==> src/rtl/sd_spi_cmd_engine.sv <==
// sd_spi_cmd_engine: SPI-mode SD command framer and R1/R3/R7 collector.
// Ports: cmd_* request handshake, rsp_* result, sd_* SPI pins; define SD_SPI_CRC7_EN for live CRC7.
module sd_spi_cmd_engine #(
  parameter int CLK_DIV_SLOW = 250,
  parameter int CLK_DIV_FAST = 4,
  parameter int R1_POLL_MAX  = 8,
  parameter int DUMMY_BYTES  = 10
) (
  input  logic        clk,
  input  logic        rst_n,
  input  logic        cmd_valid,
  output logic        cmd_ready,
  input  logic [5:0]  cmd_index,
  input  logic [31:0] cmd_arg,
  input  logic        cmd_long,
  input  logic        cmd_dummy,
  input  logic        fast_clk,
  output logic        rsp_valid,
  output logic [7:0]  rsp_r1,
  output logic [31:0] rsp_data,
  output logic        rsp_timeout,
  output logic        sd_cclk,
  output logic        sd_cmd,
  input  logic        sd_data,
  output logic        sd_cs
);

  localparam int DMAX =
    (CLK_DIV_SLOW > CLK_DIV_FAST) ? CLK_DIV_SLOW : CLK_DIV_FAST;
  localparam int DW = (DMAX > 2) ? $clog2(DMAX) : 1;

  typedef enum logic [2:0] {
    IDLE, DUMMY, PRE, CMD, POLL, DATA, POST, DONE
  } state_t;

  state_t state, state_n;

  logic [DW-1:0] div_cnt;
  logic [DW-1:0] div_max;
  logic [2:0]    bit_cnt;
  logic [3:0]    byte_cnt;
  logic [7:0]    tx;
  logic [7:0]    rx;
  logic [7:0]    nxt_byte;
  logic [7:0]    cmd_byte;
  logic [7:0]    crc_byte;
  logic [5:0]    idx_q;
  logic [31:0]   arg_q;
  logic          long_q;
  logic          accept;
  logic          active;
  logic          half;
  logic          bit_tick;
  logic          byte_end;

  assign accept    = cmd_valid && cmd_ready;
  assign cmd_ready = (state == IDLE) && !rsp_valid;
  assign active    = (state != IDLE) && (state != DONE);
  assign half      = active && (div_cnt == (div_max >> 1));
  assign bit_tick  = active && (div_cnt == div_max);
  assign byte_end  = bit_tick && (bit_cnt == 3'd7);
  assign sd_cmd    = tx[7];

`ifdef SD_SPI_CRC7_EN
  logic [6:0] crc;
  logic [6:0] crc_n;
  // next CRC including the bit currently on MOSI
  assign crc_n = {crc[5:0], 1'b0}
               ^ ((crc[6] ^ tx[7]) ? 7'h09 : 7'h00);
  assign crc_byte = {crc_n, 1'b1};

  always_ff @(posedge clk or negedge rst_n) begin
    if (!rst_n) begin
      crc <= '0;
    end else if (accept) begin
      crc <= '0;
    end else if (bit_tick && state == CMD
                 && byte_cnt < 4'd5) begin
      crc <= crc_n;
    end
  end
`else
  assign crc_byte = (idx_q == 6'd0) ? 8'h95 :
                    (idx_q == 6'd8) ? 8'h87 : 8'h01;
`endif

  // byte loaded when CMD byte byte_cnt finishes
  always_comb begin
    cmd_byte = 8'hFF;
    case (byte_cnt)
      4'd0:    cmd_byte = arg_q[31:24];
      4'd1:    cmd_byte = arg_q[23:16];
      4'd2:    cmd_byte = arg_q[15:8];
      4'd3:    cmd_byte = arg_q[7:0];
      4'd4:    cmd_byte = crc_byte;
      default: cmd_byte = 8'hFF;
    endcase
  end

  always_comb begin
    state_n  = state;
    nxt_byte = 8'hFF;
    unique case (state)
      IDLE:
        if (accept) state_n = cmd_dummy ? DUMMY : PRE;
      DUMMY:
        if (byte_end && byte_cnt == 4'(DUMMY_BYTES - 1))
          state_n = DONE;
      PRE:
        if (byte_end) begin
          state_n  = CMD;
          nxt_byte = {2'b01, idx_q};
        end
      CMD:
        if (byte_end) begin
          if (byte_cnt == 4'd5) state_n = POLL;
          else nxt_byte = cmd_byte;
        end
      POLL:
        if (byte_end) begin
          if (!rx[7]) state_n = long_q ? DATA : POST;
          else if (byte_cnt == 4'(R1_POLL_MAX - 1))
            state_n = POST;
        end
      DATA:
        if (byte_end && byte_cnt == 4'd3) state_n = POST;
      POST:
        if (byte_end) state_n = DONE;
      DONE:
        state_n = IDLE;
      default:
        state_n = IDLE;
    endcase
  end

  always_ff @(posedge clk or negedge rst_n) begin
    if (!rst_n) begin
      state       <= IDLE;
      div_cnt     <= '0;
      div_max     <= '0;
      bit_cnt     <= '0;
      byte_cnt    <= '0;
      tx          <= 8'hFF;
      rx          <= 8'hFF;
      idx_q       <= '0;
      arg_q       <= '0;
      long_q      <= 1'b0;
      sd_cclk     <= 1'b0;
      sd_cs       <= 1'b1;
      rsp_valid   <= 1'b0;
      rsp_r1      <= 8'hFF;
      rsp_data    <= '0;
      rsp_timeout <= 1'b0;
    end else begin
      state     <= state_n;
      rsp_valid <= (state == DONE);
      if (accept) begin
        div_max <= fast_clk ? DW'(CLK_DIV_FAST - 1)
                            : DW'(CLK_DIV_SLOW - 1);
        div_cnt     <= '0;
        bit_cnt     <= '0;
        byte_cnt    <= '0;
        tx          <= 8'hFF;
        sd_cs       <= cmd_dummy;
        idx_q       <= cmd_index;
        arg_q       <= cmd_arg;
        long_q      <= cmd_long && !cmd_dummy;
        rsp_timeout <= 1'b0;
        rsp_data    <= '0;
        if (cmd_dummy) rsp_r1 <= 8'hFF;
      end else if (active) begin
        if (half) begin
          sd_cclk <= 1'b1;
          rx      <= {rx[6:0], sd_data};
        end
        if (bit_tick) begin
          div_cnt <= '0;
          sd_cclk <= 1'b0;
          bit_cnt <= bit_cnt + 3'd1;
          tx <= byte_end ? nxt_byte : {tx[6:0], 1'b1};
        end else begin
          div_cnt <= div_cnt + DW'(1);
        end
        if (byte_end) begin
          byte_cnt <= (state_n != state) ? 4'd0
                                         : byte_cnt + 4'd1;
          // CS rises together with the cclk-low edge
          if (state_n == POST) sd_cs <= 1'b1;
          if (state == POLL) begin
            if (!rx[7]) begin
              rsp_r1 <= rx;
            end else if (state_n == POST) begin
              rsp_timeout <= 1'b1;
              rsp_r1      <= 8'hFF;
            end
          end
          if (state == DATA)
            rsp_data <= {rsp_data[23:0], rx};
        end
      end
    end
  end

endmodule

==> config.mk <==
export PLATFORM = sky130hd
export DESIGN_NAME = sd_spi_cmd_engine
export DESIGN_NICKNAME = d
export VERILOG_FILES = /design/src/rtl/sd_spi_cmd_engine.sv
export SDC_FILE = /design/constraint.sdc
export NUM_CORES = 1
export LEC_CHECK = 0
export ABC_AREA = 1
export CORE_AREA = 5 5 120 122
export CTS_BUF_LIST = sky130_fd_sc_hd__clkbuf_2 sky130_fd_sc_hd__clkbuf_4 sky130_fd_sc_hd__clkbuf_8
export CTS_CLUSTER_SIZE = 40
export DETAILED_ROUTE_END_ITERATION = 10
export DIE_AREA = 0 0 125 127
export HOLD_SLACK_MARGIN = 0.12
export PLACE_DENSITY = 0.68
export SETUP_SLACK_MARGIN = 0.05
export SYNTH_ARGS = -nofsm -noshare
export SYNTH_HDL_FRONTEND = slang
export SYNTH_SLANG_ARGS = --single-unit
export TNS_END_PERCENT = 5
==> constraint.sdc <==
create_clock -name clk -period 3.8 [get_ports clk]
set_input_delay 0.76 -clock clk [delete_from_list [all_inputs] [get_ports clk]]
set_output_delay 0.76 -clock clk [all_outputs]
set_load 0.01 [all_outputs]
# Yosys cells after proc, flatten, opt, wreduce, memory -nomap -nowiden
# Index checks and enable logic that the tools add are counted.
# Widths: inputs -> output; s select.
# word_totals
out_inout_bits	46
inputBits	45
latchBits	0
reg_bits	125
ram_bits	0
mem_count	0
mem_bits_ro	0
wordCells	129
# classes
n_div	0
n_addsub	3
order_cmp	0
multipliers	0
n_eq_ne	23
n_reduce_logical	31
bitwise	1
n_shift	0
mux	55
# op_table
cell	n
$mux 8	18
$mux 32	4
$pmux 8 s5	1
$mux 3	13
$pmux 3 s8	1
$eq 3x3->1 const B	6
$mux 4	4
$pmux 8 s2	1
$reduce_bool 2->1	8
$eq 4x3->1 const B	3
$reduce_and 3->1	4
$mux 1	11
$reduce_and 5->1	2
$logic_and 1x1->1	9
$add 8x1->8 const B	1
$eq 4x2->1 const B	2
$eq 8x7->1	1
$eq 8x8->1	1
$eq 3x2->1 const B	2
$eq 6x4->1 const B	1
$logic_not 6->1	1
$add 4x1->4 const B	1
$eq 4x1->1 const B	1
$eq 4x4->1 const B	1
13 further kinds	16

# Longest topological paths before layout
# Gate-level depths: netlist of the first run.
# depth
depth_word	14
depth_mapped	18
depth_no_buf	17

# Worst setup path after synthesis of the first run
# OpenSTA, ideal clock, no wires.
# synth_path
kind	flip-flop to flip-flop
from	reg state[1]
to	reg rsp_r1[0]
period_less_slack_ns	1.987
setup_time_ns	0.076
path_buffers	1
required_time_ns	3.724
t_arrival_ns	1.911
slack_ns	1.813
stages_incl_launch_ff	16
cell_sequence	dfrtp_1 > inv_2 > nand2_4 > nor2_4 > inv_2 > nor2_2 > nand2_1 > buf_2 > nor2_2 > nor2_1 > nor2_4 > nand3_4 > nand2_4 > nand2_4 > nand2_1 > nand2_1
# synth_via
word_cells_on_any_way	36
classes_between	eq/ne: 11; mux: 12; reduce/logical: 13
# synth_lines
item	line_no	source
start: declaration	36	state_t state, state_n;
start signal: assignment	155	state <= state_n;
$logic_not 3->1	57	assign cmd_ready = (state == IDLE) && !rsp_valid;
$logic_and 1x1->1	57	
via cmd_ready	12	output logic cmd_ready,
$logic_and 1x1->1	56	assign accept = cmd_valid && cmd_ready;
$mux 3	105	if (accept) state_n = cmd_dummy ? DUMMY : PRE;
$pmux 3 s8	103	unique case (state)
via state_n[1]	36	
$eq 3x3->1	192	end else if (state_n == POST) begin
$ne 3x1->1 (no line)	-	
$reduce_and 5->1 (no line)	-	
end signal: assignment	191	rsp_r1 <= rx;
end: declaration	19	output logic [7:0] rsp_r1,
# The timed path passes the listed nets, and every way through them passes these cells.
# A chain may end at the register's enable or synchronous reset.

# Final worst setup path of the first run
# layout_path
from	reg div_max[6]
to	reg rsp_data[13]
# layout_via
elab_chain_len	5
# layout_rtl
item	line_no	source
start: declaration	39	logic [DW-1:0] div_max;
start signal: assignment	158	div_max <= fast_clk ? DW'(CLK_DIV_FAST - 1)
$eq 8x8->1	60	assign bit_tick = active && (div_cnt == div_max);
$logic_and 1x1->1	60	
$logic_and 1x1->1	61	assign byte_end = bit_tick && (bit_cnt == 3'd7);
$reduce_bool 2->1 (no line)	-	
$reduce_and 3->1 (no line)	-	
end signal: assignment	198	rsp_data <= {rsp_data[23:0], rx};
end: declaration	20	output logic [31:0] rsp_data,
# Every way passes these cells.

==> reports/metrics.cfg, run 1 <==
[outcome]
status=finished, final reports clean

[global_route]
use_met2=0.279
use_met1=0.235
top_usage_layer=met2
overflow=0
first_global_vias=4803
track_usage=0.178
grt_start_max_net_pins=72
grt_pass1_wl_um=23200
antenna_found_initial=0
gr-usage-met3=0.0505

[timing]
grt_setup_unrepaired=false
fin_skew_ns=0.00902
timing.final.crit_share=0.758
fmax_mhz=347
slew_violations=0
fin_crit_ns=2.88
setup-tns-final_ns=0
slew_headroom=0.255
finalSetupViolations=0
worst_pin_slew_ns=1.11
final_hold_viol_count=0

[critical_path]
crit_family=simple AND/OR/NAND/NOR gates
critical-path-max-stage-delay_ns=0.83
slowest_stage=o21a_2
path_buf_inv=0
worstPathArrival_ns=3.23
crit_type=flop to flop
worstPathRequired_ns=4.15
critPathLaunchType=flop
cp_cell_sequence=nor2_1 -> nand3_1 -> nand2_1 -> nand2_4 -> nor2_8 -> nand2_2 -> nand2_1 -> o21a_2 -> nand3_1 -> o21ai_0
cp_max_fo=64
end_kind=flop

[placed_design]
hpwlAfterDp_um=9680
gp_congestion=0.873
numPortBuffers=90

[synth]
synth_area_um2=5790
synth_top_area_cell=dfrtp_1
synth_top_area_frac=0.411
synth-seq-cells=120
ys.flop_type=dfrtp_1
synth_edf_count=0
ys_seq_area_frac=0.524
synthArstFlopShare=1.00
synthTopCellsByArea=dfrtp_1, nand2_1, dfstp_2, o21ai_0, nand3_1
ys_types=36
syn-instance-count=716
syn-num-nets=768
postSynthAreaPerCell_um2=8.09
synth-warning-count=0

[die]
dieArea_um2=15900
num_io_pins=91
die_h_um=127
die_w_um=125
core.rowCount=42
core_area_um2=13100
initial_core_util=0.442

[route]
drt-total-wl_um=13500
dr.first_iter.drc_count=629
drcViolationCount=0
via_per_inst=5.01
drtAntennaViolNets=0
vias=4956
drt_first_pass_iters=5
wl_per_cell_um=13.6

[power]
p_leak_nw=3.60
seqPwrFrac=0.525
max-vdd-ir-drop_mv=0.231
power.share.clock=0.440
swShare=0.225
power_density_nw_per_um2=341
pwr-share-comb=0.035
power.internal_mw=1.90
netSwitchingPower_uw=553

[finish]
nFillCells=1199
multi_input_area_um2=2310
num-nets-final=852
diodes=0
area_delta_synth_final_pct=24.5
drive_above_1_share=0.106
seq_area_um2=3030
postLayoutCoreUtil=0.551

[cts]
clkTransAtPathRegs_ns=0.07
clockBufferDepth=2
cts-root-buf=clkbuf_8
clk_latency_ns=0.44
numCtsBuffers=17
cts_tree=built
cts_resized=0
postCtsSetupRepairBufs=0
h-tree-depth=4
numClockSinks=120
cts_hold_buf=0

[run]
drv_cap=0

[worst_hold_path]
min_path_type=input pin to asynchronous set/reset pin

==> per-layer routing <==
layer	routed length [um]	vias to the layer above
li1	-	2463
met1	6110	2327
met2	6370	150
met3	786	16
met4	206	0
met5	0	-
==> area by class of cell <==
type,count,area share
clock inverter,11,0.0135
multi-input combinational,482,0.321
clock buffer,21,0.0392
sequential,120,0.421
inverter,86,0.0450
tap,176,0.0306
timing repair buffer,93,0.130
==> layout by cell type (no fill, tap or decap), drive strengths merged, types with 14 or more instances in the layout <==
master	netlist	layout
nor2	38	38
nand2	246	246
dfstp	25	25
dfrtp	95	95
o21ai	62	62
a21oi	23	23
nand4	14	14
inv	84	85
clkdlybuf4s50	0	89
clkbuf	19	21
nand3	64	64
==> worst reg2reg max path, stage by stage, from the launching register on <==
cell,delay (ns)
dfrtp_1,0.45
nor2_1,0.18
nand3_1,0.09
nand2_1,0.14
nand2_4,0.08
nor2_8,0.19
nand2_2,0.17
nand2_1,0.38
o21a_2,0.83
nand3_1,0.14
o21ai_0,0.14
==> cell usage after synthesis, types with 2 or more instances <==
cell type and n:
ha_1 7, a21oi_1 23, nor2_4 5, xnor2_1 2, nor2_1 28, nand3_2 2
nand4_1 14, nand2_4 4, buf_1 2, clkbuf_1 19, nand3_1 61, a22o_1 3
buf_2 6, dfrtp_1 95, o22ai_1 4, nor2_2 4, inv_1 80, o21ai_0 62
a211oi_1 2, nand2_1 241, o21a_1 2, inv_2 4, nor3_1 5, a221oi_1 3
xor2_1 3, dfstp_2 25
==> power by group through the flow <==
stage | Combinational (mW) | Clock (mW) | Sequential [mW]
floorplan | 0.0113 | 0 | 1.31
global placement | 0.0868 | 0 | 1.31
detailed placement | 0.0887 | 0 | 1.31
CTS | 0.0889 | 1.11 | 1.29
global route | 0.0975 | 1.17 | 1.29
finish | 0.0859 | 1.08 | 1.29
==> registers in the layout, indices dropped and copies added (netlist names) <==
signal       count
long_q           1
arg_q           32
rsp_r1           8
rsp_valid        1
idx_q            6
div_cnt          8
tx               8
rx               8
sd_cclk          1
rsp_timeout      1
state            3
sd_cs            1
div_max          3
bit_cnt          3
rsp_data        32
byte_cnt         4
==> final timing paths <==
path	cells past startpoint	start	slack, ns	end
setup / recovery	10	div_max[6]$_DFFE_PN0P_	0.92	rsp_data[13]$_DFFE_PN0P_
hold / removal	1	rst_n	0.39	div_cnt[3]$_DFFE_PN0P_
setup reg to reg	10	div_max[6]$_DFFE_PN0P_	0.92	rsp_data[13]$_DFFE_PN0P_
hold reg to reg	2	rsp_r1[2]$_DFFE_PN1P_	0.46	rsp_r1[2]$_DFFE_PN1P_
max in group asynchronous	2	rst_n	2.59	rsp_r1[0]$_DFFE_PN1P_
min in group clk	2	rsp_r1[2]$_DFFE_PN1P_	0.46	rsp_r1[2]$_DFFE_PN1P_
==> cell families after synthesis <==
kind of cell	after synthesis	share of synthesized area
AOI/OAI and AO/OA	102	0.0960
buffers and inverters	114	0.0767
adders and majority gates	7	0.0151
and+or+nand+nor	368	0.281
xor gates and xnor gates	5	0.00757
DFF	120	0.524
==> through the flow <==
step           instance area [um^2]  instances  worst slack [ns]  hold WS [ns]  power, mW
6_report                       7210        989             0.919         0.389       2.46
5_1_grt                        7210        989             0.487         0.434       2.56
4_1_cts                        7210        989             0.925         0.392       2.49
3_5_place_dp                   6830        957             0.744         0.455       1.40
3_3_place_gp                   6830        957             0.830         0.455       1.40
2_1_floorplan                  5790        716              1.81         0.446       1.32
Note: power is estimated with default switching activity, not from simulation.
==> run 2, diff against run 1 <==
Settings changed: PLACE_DENSITY 0.68 to 0.7.
Clock period 3.8 ns to 2.6 ns, I/O delays scaled along.
==> run 2 against run 1 <==
  * Combinational power grew 49%
  * Sequential share of layout area shrank 0.53 points
  * Global-route usage rose by 0.62 points
  * Critical path type unchanged
  * Maximum frequency grew 29%
  * Sequential power up 47%
  * Utilization rose by 0.73 points
  * Worst hold slack better by 0.076 ns
  * Sequential cell count stayed put
  * Clock-buffer cell count up 6
  * Largest cell class unchanged
  * Worst setup slack got worse by 0.56 ns
  * Power rose by 50%
  * First-iteration DRC count decreased by 56%
==> reports/metrics.cfg, run 2 (same netlist as run 1, synthesis figures left out) <==
[critical_path]
rr_startpoint=state[1]$_DFF_PN0_
crit_start=state[1]$_DFF_PN0_
cp_cell_sequence=nand2_1 -> nor2_4 -> nor2_4 -> nand2_4 -> nor2_8 -> nand2_2 -> nand2_1 -> o21ai_0 -> nor2_4 -> nand2_4 -> nand2_1 -> nand2_1
worstPathRequired_ns=2.96
reg2reg_to=rsp_r1[4]$_DFFE_PN1P_
critical-path-max-stage-delay_ns=0.44
r2r_cells=12
reg2reg_slack_ns=0.36
crit_type=flop to flop
end_kind=flop
worst_path_most_repeated_cell=nand2_1
slowest_stage=dfrtp_2
critPathLaunchType=flop
worstPathArrival_ns=2.60
cp_max_fo=13
endpoint=rsp_r1[4]$_DFFE_PN1P_

[route]
via_per_inst=4.94
drcViolationCount=0
dr_wl_met2_um=6720
vias=4922
drt-total-wl_um=14100
wirelength_met1_um=6570
top_layer_used=met4
drtAntennaViolNets=0
dr_wl_met3_um=546
wl_per_cell_um=14.1
drt_first_pass_iters=4
dr.first_iter.drc_count=277

[global_route]
grt_pass1_wl_um=24100
grt_start_max_net_pins=65
antenna_found_initial=0
overflow=0
track_usage=0.184
first_global_vias=5023

[timing]
grt_setup_unrepaired=false
fmax_mhz=447
finalSetupViolations=0
fin_skew_ns=0.0136
slew_violations=0
timing.final.crit_share=0.861
worst_pin_slew_ns=0.540
final_hold_viol_count=0
setup-tns-final_ns=0
fin_ws_ns=0.361
fin_crit_ns=2.24
slew_headroom=0.639
hold_slack_ns=0.465

[cts]
cts-root-buf=clkbuf_8
cts_tree=built
clk_latency_ns=0.44
clkTransAtPathRegs_ns=0.06
numCtsBuffers=17
numClockSinks=120
clockBufferDepth=2
postCtsSetupRepairBufs=0
h-tree-depth=4

[finish]
postLayoutCoreUtil=0.558
area_delta_synth_final_pct=26.1
num-nets-final=860
fin_cells=997
drive_above_1_share=0.114
diodes=0
layout_common_cells=nand2_1, dfrtp_1, clkdlybuf4s50_1
nFillCells=1217
reg_top3=arg_q x32, rsp_data x32
final_common_cell=nand2_1

[die]
initial_core_util=0.442
die_w_um=125
dieArea_um2=15900
num_io_pins=91
core_area_um2=13100
core.rowCount=42
die_h_um=127

[power]
p_leak_nw=3.68
max-vdd-ir-drop_mv=0.530
power_density_nw_per_um2=505

[worst_hold_path]
min_path_type=flop to flop
whs_path_depth=2

[placed_design]
gp_congestion=0.875
numPlacedInstances=964
numPortBuffers=90
dp_slack_ns=0.377
hpwlAfterDp_um=10100

[run]
drv_cap=0

[outcome]
status=finished, final reports clean

run 2: cell count changes in the layout (fill, tap and decap cells not counted), sizes merged:
cell / change
clkbuf: +6
clkinv: -2
inv: -1
dlygate4sd3: +1
clkinvlp: -4
bufinv: +1
clkdlybuf4s50: -1
buf: +7
dlymetal6s2s: +1
run 2: cell type report:
type | count | area, um^2 | area share
Sequential cell | 120 | 3040 | 0.416
Clock inverter | 5 | 75.1 | 0.0103
Inverter | 86 | 324 | 0.0444
Tap cell | 176 | 220 | 0.0302
Timing Repair Buffer | 101 | 1010 | 0.138
Clock buffer | 27 | 322 | 0.0440
Multi-Input combinational cell | 482 | 2310 | 0.317
run 2: worst max-delay path, delay by kind of cell (launching register included):
| kind | cells | cell delay [ns] |
|---|---|---|
| and+or+nand+nor | 11 | 1.51 |
| AOI/OAI and AO/OA | 1 | 0.20 |
| DFF | 1 | 0.44 |
run 2: metal layers:
metal  track usage  up-vias
met5             0        -
met3        0.0488       20
li1              -     2477
met4        0.0676        0
met2         0.291      101
met1         0.245     2324
run 2: worst min path at each step:
stage | start | endpoint | slack (ns)
floorplan | rst_n | arg_q[0]$_DFFE_PN0P_ | 0.22
global placement | tx[3]$_DFFE_PN1P_ | tx[3]$_DFFE_PN1P_ | 0.45
detailed placement | rsp_r1[7]$_DFFE_PN1P_ | rsp_r1[7]$_DFFE_PN1P_ | 0.46
CTS | rsp_r1[0]$_DFFE_PN1P_ | rsp_r1[0]$_DFFE_PN1P_ | 0.47
global route | tx[3]$_DFFE_PN1P_ | tx[3]$_DFFE_PN1P_ | 0.48
finish | rsp_r1[0]$_DFFE_PN1P_ | rsp_r1[0]$_DFFE_PN1P_ | 0.46
run 2: repair_timing:
item | in CTS | in global routing
hold buffers | 1 | 0
resized for setup | 0 | 2
hold endpoints to repair | 19 | 0
endpoints found under the setup margin | 0 | 1
run 2: through the flow:
stage	power, mW	cell area (um^2)
floorplan	1.93	5790
global route	3.83	7300
detailed placement	2.05	6890
finish	3.69	7300
CTS	3.74	7300
global placement	2.05	6890
run 2: where the power goes:
group,internal (mW),switching [mW],total (mW)
registers,1.88,0.00563,1.89
logic,0.0682,0.0598,0.128
clock network,0.983,0.692,1.68
==> run 3, diff against run 2 <==
Settings changed: CTS_CLUSTER_DIAMETER set to 200.
==> results of run 3 <==
The final DEF is identical to that of run 2; final timing and power are the same.
